**config.mk**
```make
export PLATFORM = sky130hd
export DESIGN_NAME = uart_tx_ctrl
export DESIGN_NICKNAME = d
export VERILOG_FILES = /design/src/rtl/uart_pkg.sv /design/src/rtl/uart_baud_cnt.sv /design/src/rtl/uart_tx_ctrl.sv
export SDC_FILE = /design/constraint.sdc
export NUM_CORES = 1
export LEC_CHECK = 0
export ABC_AREA = 1
export BUFFER_PORTS_ARGS = -buffer_cell sky130_fd_sc_hd__buf_2
export CAP_MARGIN = 20
export CORE_AREA = 2 2 76 49
export CTS_BUF_LIST = sky130_fd_sc_hd__clkbuf_16
export DETAILED_ROUTE_END_ITERATION = 8
export DIE_AREA = 0 0 78 51
export PLACE_DENSITY = 0.76
export SKIP_CTS_REPAIR_TIMING = 1
export SYNTH_ARGS = -nofsm -noshare
export SYNTH_HDL_FRONTEND = slang
export SYNTH_SLANG_ARGS = --single-unit
```
**constraint.sdc**
```tcl
create_clock -name clk -period 2.5 [get_ports clk]
set_input_delay 0.625 -clock clk [delete_from_list [all_inputs] [get_ports clk]]
set_output_delay 0.625 -clock clk [all_outputs]
set_load 0.05 [all_outputs]
```
**src/rtl/uart_pkg.sv**
```systemverilog
// Shared UART definitions: FSM state encoding, line levels and default bit timing.
package uart_pkg;

  typedef enum logic [2:0] {
    ST_IDLE   = 3'd0,
    ST_START  = 3'd1,
    ST_DATA   = 3'd2,
    ST_PARITY = 3'd3,
    ST_STOP   = 3'd4
  } tx_state_t;

  localparam int   DATA_BITS            = 8;
  localparam logic IDLE_LEVEL           = 1'b1;
  localparam logic START_LEVEL          = 1'b0;
  localparam int   DEFAULT_CLKS_PER_BIT = 868;
  // Wide enough for the full legal CLKS_PER_BIT range (up to 65535).
  localparam int   BAUD_CNT_W           = 16;

endpackage

```
**src/rtl/uart_baud_cnt.sv**
```systemverilog
// Bit-period counter: counts 0..CLKS_PER_BIT-1 and flags the last cycle of each bit.
module uart_baud_cnt
  import uart_pkg::*;
#(
  parameter int CLKS_PER_BIT = DEFAULT_CLKS_PER_BIT
) (
  input  logic clk,
  input  logic rst_n,
  input  logic clear,
  output logic bit_tick
);

  logic [BAUD_CNT_W-1:0] cnt_reg;

  assign bit_tick = (cnt_reg == BAUD_CNT_W'(CLKS_PER_BIT - 1));

  // Wrapping on bit_tick restarts the count at every bit boundary.
  always_ff @(posedge clk or negedge rst_n) begin
    if (!rst_n) begin
      cnt_reg <= '0;
    end else if (clear || bit_tick) begin
      cnt_reg <= '0;
    end else begin
      cnt_reg <= cnt_reg + 1'b1;
    end
  end

endmodule

```
**src/rtl/uart_tx_ctrl.sv**
```systemverilog
// UART transmit sequencer: start bit, 8 data bits LSB-first, optional parity, stop bits.
// Define UART_TX_PARITY_EN to insert the parity bit taken from the Parity input.
module uart_tx_ctrl
  import uart_pkg::*;
#(
  parameter int CLKS_PER_BIT = DEFAULT_CLKS_PER_BIT,
  parameter int STOP_BITS    = 1
) (
  input  logic       clk,
  input  logic       rst_n,
  input  logic       Tx_start,
  input  logic [7:0] Tx_data,
  input  logic       Parity,
  output logic       Load_data,
  output logic       Tx_serial,
  output logic       Tx_busy,
  output logic       Tx_done
);

  tx_state_t              state_reg;
  logic [DATA_BITS-1:0]   shift_reg;
  logic [2:0]             bit_idx_reg;
  logic                   bit_tick;
  logic                   baud_clear;

`ifndef UART_TX_PARITY_EN
  logic unused_parity;
  assign unused_parity = Parity;
`endif

  // Holding the counter cleared while idle makes the start bit begin at count 0.
  assign baud_clear = (state_reg == ST_IDLE);

  uart_baud_cnt #(
    .CLKS_PER_BIT (CLKS_PER_BIT)
  ) u_baud_cnt (
    .clk      (clk),
    .rst_n    (rst_n),
    .clear    (baud_clear),
    .bit_tick (bit_tick)
  );

  always_ff @(posedge clk or negedge rst_n) begin
    if (!rst_n) begin
      state_reg   <= ST_IDLE;
      shift_reg   <= '0;
      bit_idx_reg <= '0;
      Tx_serial   <= IDLE_LEVEL;
      Tx_busy     <= 1'b0;
      Tx_done     <= 1'b0;
      Load_data   <= 1'b0;
    end else begin
      Load_data <= 1'b0;
      Tx_done   <= 1'b0;
      case (state_reg)
        ST_IDLE: begin
          if (Tx_start) begin
            shift_reg   <= Tx_data;
            Load_data   <= 1'b1;
            Tx_serial   <= START_LEVEL;
            Tx_busy     <= 1'b1;
            bit_idx_reg <= '0;
            state_reg   <= ST_START;
          end
        end
        ST_START: begin
          if (bit_tick) begin
            Tx_serial   <= shift_reg[0];
            shift_reg   <= shift_reg >> 1;
            bit_idx_reg <= '0;
            state_reg   <= ST_DATA;
          end
        end
        ST_DATA: begin
          if (bit_tick) begin
            if (bit_idx_reg == 3'(DATA_BITS - 1)) begin
              bit_idx_reg <= '0;
`ifdef UART_TX_PARITY_EN
              Tx_serial   <= Parity;
              state_reg   <= ST_PARITY;
`else
              Tx_serial   <= IDLE_LEVEL;
              state_reg   <= ST_STOP;
`endif
            end else begin
              Tx_serial   <= shift_reg[0];
              shift_reg   <= shift_reg >> 1;
              bit_idx_reg <= bit_idx_reg + 3'd1;
            end
          end
        end
`ifdef UART_TX_PARITY_EN
        ST_PARITY: begin
          if (bit_tick) begin
            Tx_serial   <= IDLE_LEVEL;
            bit_idx_reg <= '0;
            state_reg   <= ST_STOP;
          end
        end
`endif
        ST_STOP: begin
          // bit_idx_reg is reused here to count stop bits.
          if (bit_tick) begin
            if (bit_idx_reg == 3'(STOP_BITS - 1)) begin
              bit_idx_reg <= '0;
              Tx_busy     <= 1'b0;
              Tx_done     <= 1'b1;
              state_reg   <= ST_IDLE;
            end else begin
              bit_idx_reg <= bit_idx_reg + 3'd1;
            end
          end
        end
        default: state_reg <= ST_IDLE;
      endcase
    end
  end

endmodule

```
Word-level counts from Yosys, hierarchy flattened:

Cells that the tools add are included.
Widths: inputs -> output; s select.

* output and inout port bits: 4
* input bits: 12
* logic and storage cells: 67
* flip-flop bits (word level): 34

* equality and inequality tests: 12
* reduce and logical (&&, ||, !) cells: 11
* $add $sub $neg: 2
* muxes and demuxes: 34

Operator list (number)
* $mux 3: 12
* $mux 8: 4
* $pmux 3 s4: 2
* $pmux 8 s3: 1
* $add 16x1->16 const B: 1
* $eq 16x10->1 const B: 1
* $mux 16: 1
* $mux 1: 12
* $reduce_and 5->1: 2
* $ne 2x2->1 const B: 4
* $reduce_and 4->1: 2
* $eq 3x3->1 const B: 2
* $logic_not 3->1: 2
* $ne 2x1->1 const B: 3
* $reduce_and 6->1: 1
* $reduce_bool 4->1: 1
* $add 3x1->3 const B: 1
* $eq 3x1->1 const B: 1
* $eq 3x2->1 const B: 1
* $pmux 1 s3: 1
* $reduce_bool 3->1: 1
* $pmux 1 s2: 1
* $reduce_bool 2->1: 1
* $logic_or 1x1->1: 1

Logic depth before layout (Yosys ltp):

Gate-level depths: netlist (run 1).

* depth in word-level cells: 4
* mapped depth: 10
* depth with buffers taken out: 9

Modules after synthesis:

A second synthesis (run 1) with hierarchy kept.

* cell total of the unflattened synthesis: 282
* area total of the unflattened synthesis: 2127.0 µm²

Modules (own cells, without submodules)
* uart_tx_ctrl: times used 1, area each 1173.6 µm², sequential area each 451.7 µm², cells an instance 156
* uart_baud_cnt: times used 1, area each 953.4 µm², sequential area each 400.4 µm², cells an instance 126

Worst setup path after synthesis (run 1):

OpenSTA, ideal clock, no wires.

* path type: register -> register
* from: register bit_idx_reg[0]
* to: register shift_reg[6]
* cell stages (with the launch flop): 10
* buffers on the path: 1
* slack: 1067 ps
* data required time: 2377 ps
* setup time: 123 ps
* period minus slack after synthesis: 1433 ps
* arrival: 1310 ps
* path through: dfrtp_1 -> ha_1 -> ha_1 -> inv_1 -> nand2_1 -> nand2_1 -> nand3_4 -> buf_6 -> nand2_1 -> o21ai_2

* longest elaborated chain between the ends: 3

Ends and longest elaborated chain
* start: declaration: RTL line uart_tx_ctrl.sv:22 `logic [2:0] bit_idx_reg;`
* start signal: assignment: RTL line uart_tx_ctrl.sv:88 `bit_idx_reg <= bit_idx_reg + 3'd1;`
* start signal: assignment: RTL line uart_tx_ctrl.sv:110 `bit_idx_reg <= bit_idx_reg + 3'd1;`
* $eq 3x3->1: RTL line uart_tx_ctrl.sv:76 `if (bit_idx_reg == 3'(DATA_BITS - 1)) begin`
* $ne 2x2->1 (no source line)
* $reduce_and 5->1 (no source line)
* end signal: assignment: RTL line uart_tx_ctrl.sv:58 `shift_reg <= Tx_data;`
* end signal: assignment: RTL line uart_tx_ctrl.sv:69 `shift_reg <= shift_reg >> 1;`
* end signal: assignment: RTL line uart_tx_ctrl.sv:87 `shift_reg <= shift_reg >> 1;`
* end: declaration: RTL line uart_tx_ctrl.sv:21 `logic [DATA_BITS-1:0] shift_reg;`

No other way between the ends.
A chain may end at the register's enable or synchronous reset.

Worst setup path in the final report (run 1):

* from: register Tx_serial
* to: output port Tx_serial

RTL lines
* start: declaration: RTL line uart_tx_ctrl.sv:15 `output logic Tx_serial,`
* start signal: assignment: RTL line uart_tx_ctrl.sv:68 `Tx_serial <= shift_reg[0];`
* start signal: assignment: RTL line uart_tx_ctrl.sv:86 `Tx_serial <= shift_reg[0];`

No word-level cell between the ends.

==> impl_metrics.tcl, run 1 <==
set metrics [dict create \
    dieArea_um2 3980 \
    final_antenna_net_count 0 \
    finalNetCount 277 \
    fp.dieH_um 51 \
    critPathMaxStageDelay_ps 540 \
    synth.most_common_cell "nand2_1" \
    p_int_mw 1.02 \
    grt_first_pass_wirelength_um 6420 \
    multi_input_area_um2 913 \
    syn_to_final_growth_pct 14.2 \
    r2r-end "bit_idx_reg[1]" \
    vias 1583 \
    drc 0 \
    detail_route.first_pass.iterations 4 \
    synthFlopType "dfrtp_1" \
    cp_num_buf_inv 1 \
    cts_buffers 5 \
    power.density_nw_per_um2 574 \
    placed_cells 301 \
    p_sw_mw 0.228 \
    worst-endpoint-arrival_ps 1070 \
    yosys.cell_types.count 34 \
    yosys.area.top_type "dfrtp_1" \
    viasPerCell 5.12 \
    cpMaxStageDelayCell "dfstp_2" \
    switching_share_pct 18.3 \
    path_class "reg2out" \
    seq_area_um2 852 \
    cts_tree "yes" \
    vdd_ir_drop_max_mv 0.376 \
    seq_power_share_pct 44.2 \
    core-area_um2 3400 \
    clock_latency_ps 280 \
    fmax_mhz 590 \
    root_buffer "clkbuf_16" \
    fin_worst_skew_ps 6.48 \
    reg2reg_slack_ps 900 \
    final.setup.tns_ps 0 \
    io_buffers 14 \
    initial_core_util_pct 56.0 \
    clkSlewWorstSetupHoldPaths_ps 50 \
    final_util_pct 63.9 \
    initialDrtViolationCount 96 \
    outcome "complete, no violations" \
    ys_seq_elements 34 \
    grt_usage_pct 21.2 \
    yosys-top-cells-area "dfrtp_1, nand2_1, nor2_1" \
    syn-num-nets 259 \
    setup_viol 0 \
    cp_cell_sequence "buf_2" \
    htreeDepth 2 \
    p_leak_nw 1.05 \
    timing.slew.headroom_pct 51.0 \
    p_clk_share_pct 54.0 \
    rsz0062_at_grt "false" \
    detailed_place_hpwl_um 2590 \
    placed_area_um2 2010 \
    fillers 301 \
    critPathLaunchType "register" \
    largest_reg_flops 16 \
    synth_top_area_share_pct 43.4 \
    syn-instance-count 243 \
    period_share_pct 67.8 \
    synth_area_um2 1900 \
    wl_um 3720 \
    drive_gt1_share_pct 16.0 \
    fin_area_um2 2170 \
    critical_path_required_ps 1880 \
    cts.sinks 34 \
    clock_path_buffers 2 \
    grt_pass1_vias 1418 \
    min-delay-path-class "in2async" \
    worstReg2RegStart "u_baud_cnt.cnt_reg[0]" \
    grt_antenna_before_repair 0 \
    maxCapViolations 0 \
    synth_edf_count 0 \
    finalHoldViolations 0 \
    layout.cells.non_filler 309 \
    p_comb_share_pct 1.8 \
    row_count 17 \
    slew_violations 0 \
    rr_worst_depth 8 \
    async_reset_ff_share_pct 100 \
    ys_warn_count 0 \
    synthTopCellsByCount "nand2_1, nor2_1, dfrtp_1" \
    synth.avg_cell_area_um2 7.84 \
    ys_seq_area_share_pct 44.7 \
    diodes 0 \
    tightestPinTransition_ps 734 \
    setup.worst_path.end_class "primary output" \
    wl_per_cell_um 12.0 \
    grt_max_degree 35 \
    die_x_um 78 \
    routabilityCongestion 0.910 \
    ioPinCount 16 \
    crit_fanout 2 \
    grt_overflow 0 \
    min_period_ps 1700 \
    crit_family "flip-flops" \
]
[area by class of cell]
| type | instances | share of cell area [%] |
|---|---|---|
| Clock buffer | 5 | 5.75 |
| Clock inverter | 3 | 1.73 |
| Timing Repair Buffer | 14 | 3.22 |
| Sequential cell | 34 | 39.2 |
| Inverter | 31 | 5.41 |
| Multi-Input combinational cell | 175 | 42.0 |
| Tap cell | 47 | 2.70 |
[cells by family (layout without fill, tap and decap cells)]
kind of cell	count (synthesis)	count (layout)	share of synthesized area, %
AND/OR/NAND/NOR	135	135	32.5
flip-flops	34	34	44.7
buffers and inverters	34	53	7.29
AO/OA/AOI/OAI	29	29	9.66
XOR/XNOR	7	7	3.22
adder cells (fa/ha/maj)	4	4	2.63
[placed cells by master, fill, tap and decap left out, types with 2 or more instances in the layout]
master and instances:
xor2_1 5, a21oi_1 3, a21boi_0 2, buf_2 14, nor2_2 3, nand3_1 13
xnor2_1 2, o21ai_0 9, nand2_2 5, nor2_1 39, inv_2 2, o21ai_1 7
dfrtp_1 33, nand2_1 54, nand2_4 3, o21ai_2 2, nand4_1 4, clkinv_1 2
ha_1 4, nor3_1 10, clkbuf_16 5, inv_1 28
[how the worst max path moves through the flow]
stage	startpoint	end	slack [ps]	cells after the start
2_1_floorplan	bit_idx_reg[0]	shift_reg[6]	1070	9
3_3_place_gp	u_baud_cnt.cnt_reg[0]	bit_idx_reg[0]	960	8
3_5_place_dp	u_baud_cnt.cnt_reg[0]	u_baud_cnt.cnt_reg[10]	950	7
4_1_cts	Tx_serial	Tx_serial	810	1
5_1_grt	u_baud_cnt.cnt_reg[0]	bit_idx_reg[1]	740	8
6_report	Tx_serial	Tx_serial	800	1
[power by group through the flow]
| stage | clock (mW) | sequential, mW | combinational (mW) |
|---|---|---|---|
| 6_report | 0.674 | 0.552 | 0.0222 |
| 5_1_grt | 0.707 | 0.552 | 0.0259 |
| 4_1_cts | 0.680 | 0.552 | 0.0234 |
| 3_5_place_dp | 0 | 0.562 | 0.0233 |
| 3_3_place_gp | 0 | 0.562 | 0.0231 |
| 2_1_floorplan | 0 | 0.565 | 0.00118 |
[per-layer routing]
metal | global-route usage [%] | vias to the layer above | wire length (um)
met1 | 32.3 | 704 | 1890
met4 | 8.19 | 0 | 23
met5 | 0 | - | 0
met3 | 5.30 | 4 | 283
met2 | 28.9 | 58 | 1520
li1 | - | 817 | -
[metrics by stage]
stage	power (mW)	setup slack, ps	hold WS [ps]
global route	1.28	739	485
global placement	0.585	959	456
finish	1.25	804	411
CTS	1.26	807	443
floorplan	0.566	1070	329
detailed placement	0.585	948	454
[worst reg2reg max path: cells and delay by family, from the launching register on]
family                   cells  cell delay (ps)
AND/OR/NAND/NOR              6              630
adder cells (fa/ha/maj)      1              250
AO/OA/AOI/OAI                1              230
flip-flops                   1              380
Power figures use the tool's default switching activity.
==> run 2: changes to the inputs <==
- CORE_AREA: 2 2 76 49 -> 2 2 81 52
- DIE_AREA: 0 0 78 51 -> 0 0 83 54
- PLACE_DENSITY: 0.76 -> 0.71
- clock period: 2.5 -> 1.4 ns (I/O delays scaled with it)
==> impl_metrics.tcl, run 2 (synthesized netlist as in run 1, its figures left out) <==
set metrics [dict create \
    outcome "finished with violations" \
    violations "setup timing" \
    initialDrtViolationCount 151 \
    min-delay-path-class "in2reg" \
    placed_area_um2 2340 \
    path_class "reg2reg" \
    grt_pass1_vias 1492 \
    setup_viol 30 \
    drive_gt1_share_pct 48.4 \
    path_depth 8 \
    largest_reg_flops 16 \
    layout_commonest_cell "buf_4" \
    routabilityCongestion 0.906 \
    clkSlewWorstSetupHoldPaths_ps 60 \
    root_buffer "clkbuf_16" \
    vdd_ir_drop_max_mv 1.35 \
    crit_fanout 8 \
    vias 1927 \
    crit_top_cell "nand2_1" \
    cts_tree "yes" \
    power.density_nw_per_um2 788 \
    initial_core_util_pct 49.4 \
    fin_area_um2 2940 \
    final_antenna_net_count 0 \
    cp_cell_sequence "nor2_2, nand2_2, nor2_4, nand2_4, a21boi_4, nand2_1, nand2_1, nand2_1" \
    rr_worst_depth 8 \
    p_leak_nw 1.35 \
    rsz0062_at_grt "true" \
    setup.worst_path.end_class "register" \
    tightestPinTransition_ps 360 \
    cts_buffers 5 \
    grt_first_pass_wirelength_um 7040 \
    cts.sinks 34 \
    final_cell_mix "buf_4, nand2_1, dfrtp_1, inv_1, nor2_1" \
    viasPerCell 5.32 \
    fp.dieH_um 54 \
    fin_worst_skew_ps 4.51 \
    wl_per_cell_um 15.1 \
    setup_ws_ps -177 \
    hold_depth 3 \
    detail_route.first_pass.iterations 4 \
    critPathLaunchType "register" \
    core-area_um2 3850 \
    fmax_mhz 634 \
    wl_um 5470 \
    cp_num_buf_inv 0 \
    row_count 18 \
    maxCapViolations 0 \
    drc 0 \
    diodes 0 \
    slew_violations 0 \
    grt_antenna_before_repair 0 \
    ioPinCount 16 \
    min_period_ps 1580 \
    finalNetCount 327 \
    critPathMaxStageDelay_ps 390 \
    critical_path_required_ps 1570 \
    grt_overflow 0 \
    worst-endpoint-arrival_ps 1750 \
    final_util_pct 76.2 \
    final.setup.tns_ps -1630 \
    grt_max_degree 22 \
    dieArea_um2 4480 \
    period_share_pct 113 \
    die_x_um 83 \
    cpMaxStageDelayCell "dfrtp_1" \
    clock_path_buffers 2 \
    crit_family "simple AND/OR/NAND/NOR gates" \
    grt_usage_pct 20.9 \
    finalHoldViolations 0 \
    io_buffers 14 \
    detailed_place_hpwl_um 3350 \
    dp_slack_ps -165 \
    timing.slew.headroom_pct 76.0 \
    syn_to_final_growth_pct 54.1 \
    clock_latency_ps 280 \
    htreeDepth 2 \
]
==> run 2: tightest hold or removal path: stages <==
cell    delay (ps)
buf_2           90
inv_1           90
nor2_1          70
==> run 2: per-stage QoR <==
step | power, mW | std cells | hold slack, ps
6_report | 2.31 | 362 | 357
5_1_grt | 2.38 | 362 | 383
4_1_cts | 2.32 | 351 | -20.3
3_5_place_dp | 1.05 | 343 | 278
3_3_place_gp | 1.05 | 343 | 283
2_1_floorplan | 1.01 | 243 | 54.4
==> run 2: layout make-up <==
class	count	area, um^2
fillers	257	916
flip-flops and latches	34	853
repair buffers	63	492
multi-input cells	176	1230
well taps	50	62.6
inverters	31	123
clock buffers	5	125
clock inverters	3	45.0
==> run 2: worst paths after layout <==
| path | startpoint | end | slack [ps] |
|---|---|---|---|
| max in group asynchronous | rst_n | state_reg[2] | 450 |
| max | u_baud_cnt.cnt_reg[2] | state_reg[1] | -180 |
| min reg2reg | Tx_serial | Tx_serial | 470 |
| min in group asynchronous | rst_n | u_baud_cnt.cnt_reg[5] | 510 |
| min | Tx_start | Load_data | 360 |
| max reg2reg | u_baud_cnt.cnt_reg[2] | state_reg[1] | -180 |
==> run 2: power by group <==
part | leakage (nW) | internal, mW | switching (mW) | total (mW)
logic | 0.830 | 0.0188 | 0.0314 | 0.0502
clock network | 0.0760 | 0.839 | 0.438 | 1.28
registers | 0.448 | 0.985 | 0.000677 | 0.985
==> run 2: per-layer routing <==
metal | up-vias | GRT usage (%) | share of wire [%] | routed length [um]
met4 | 0 | 7.10 | 2.0 | 110
met5 | - | 0 | 0 | 0
li1 | 923 | - | - | -
met2 | 73 | 27.7 | 45 | 2440
met1 | 914 | 32.3 | 47 | 2540
met3 | 17 | 5.52 | 6.8 | 372
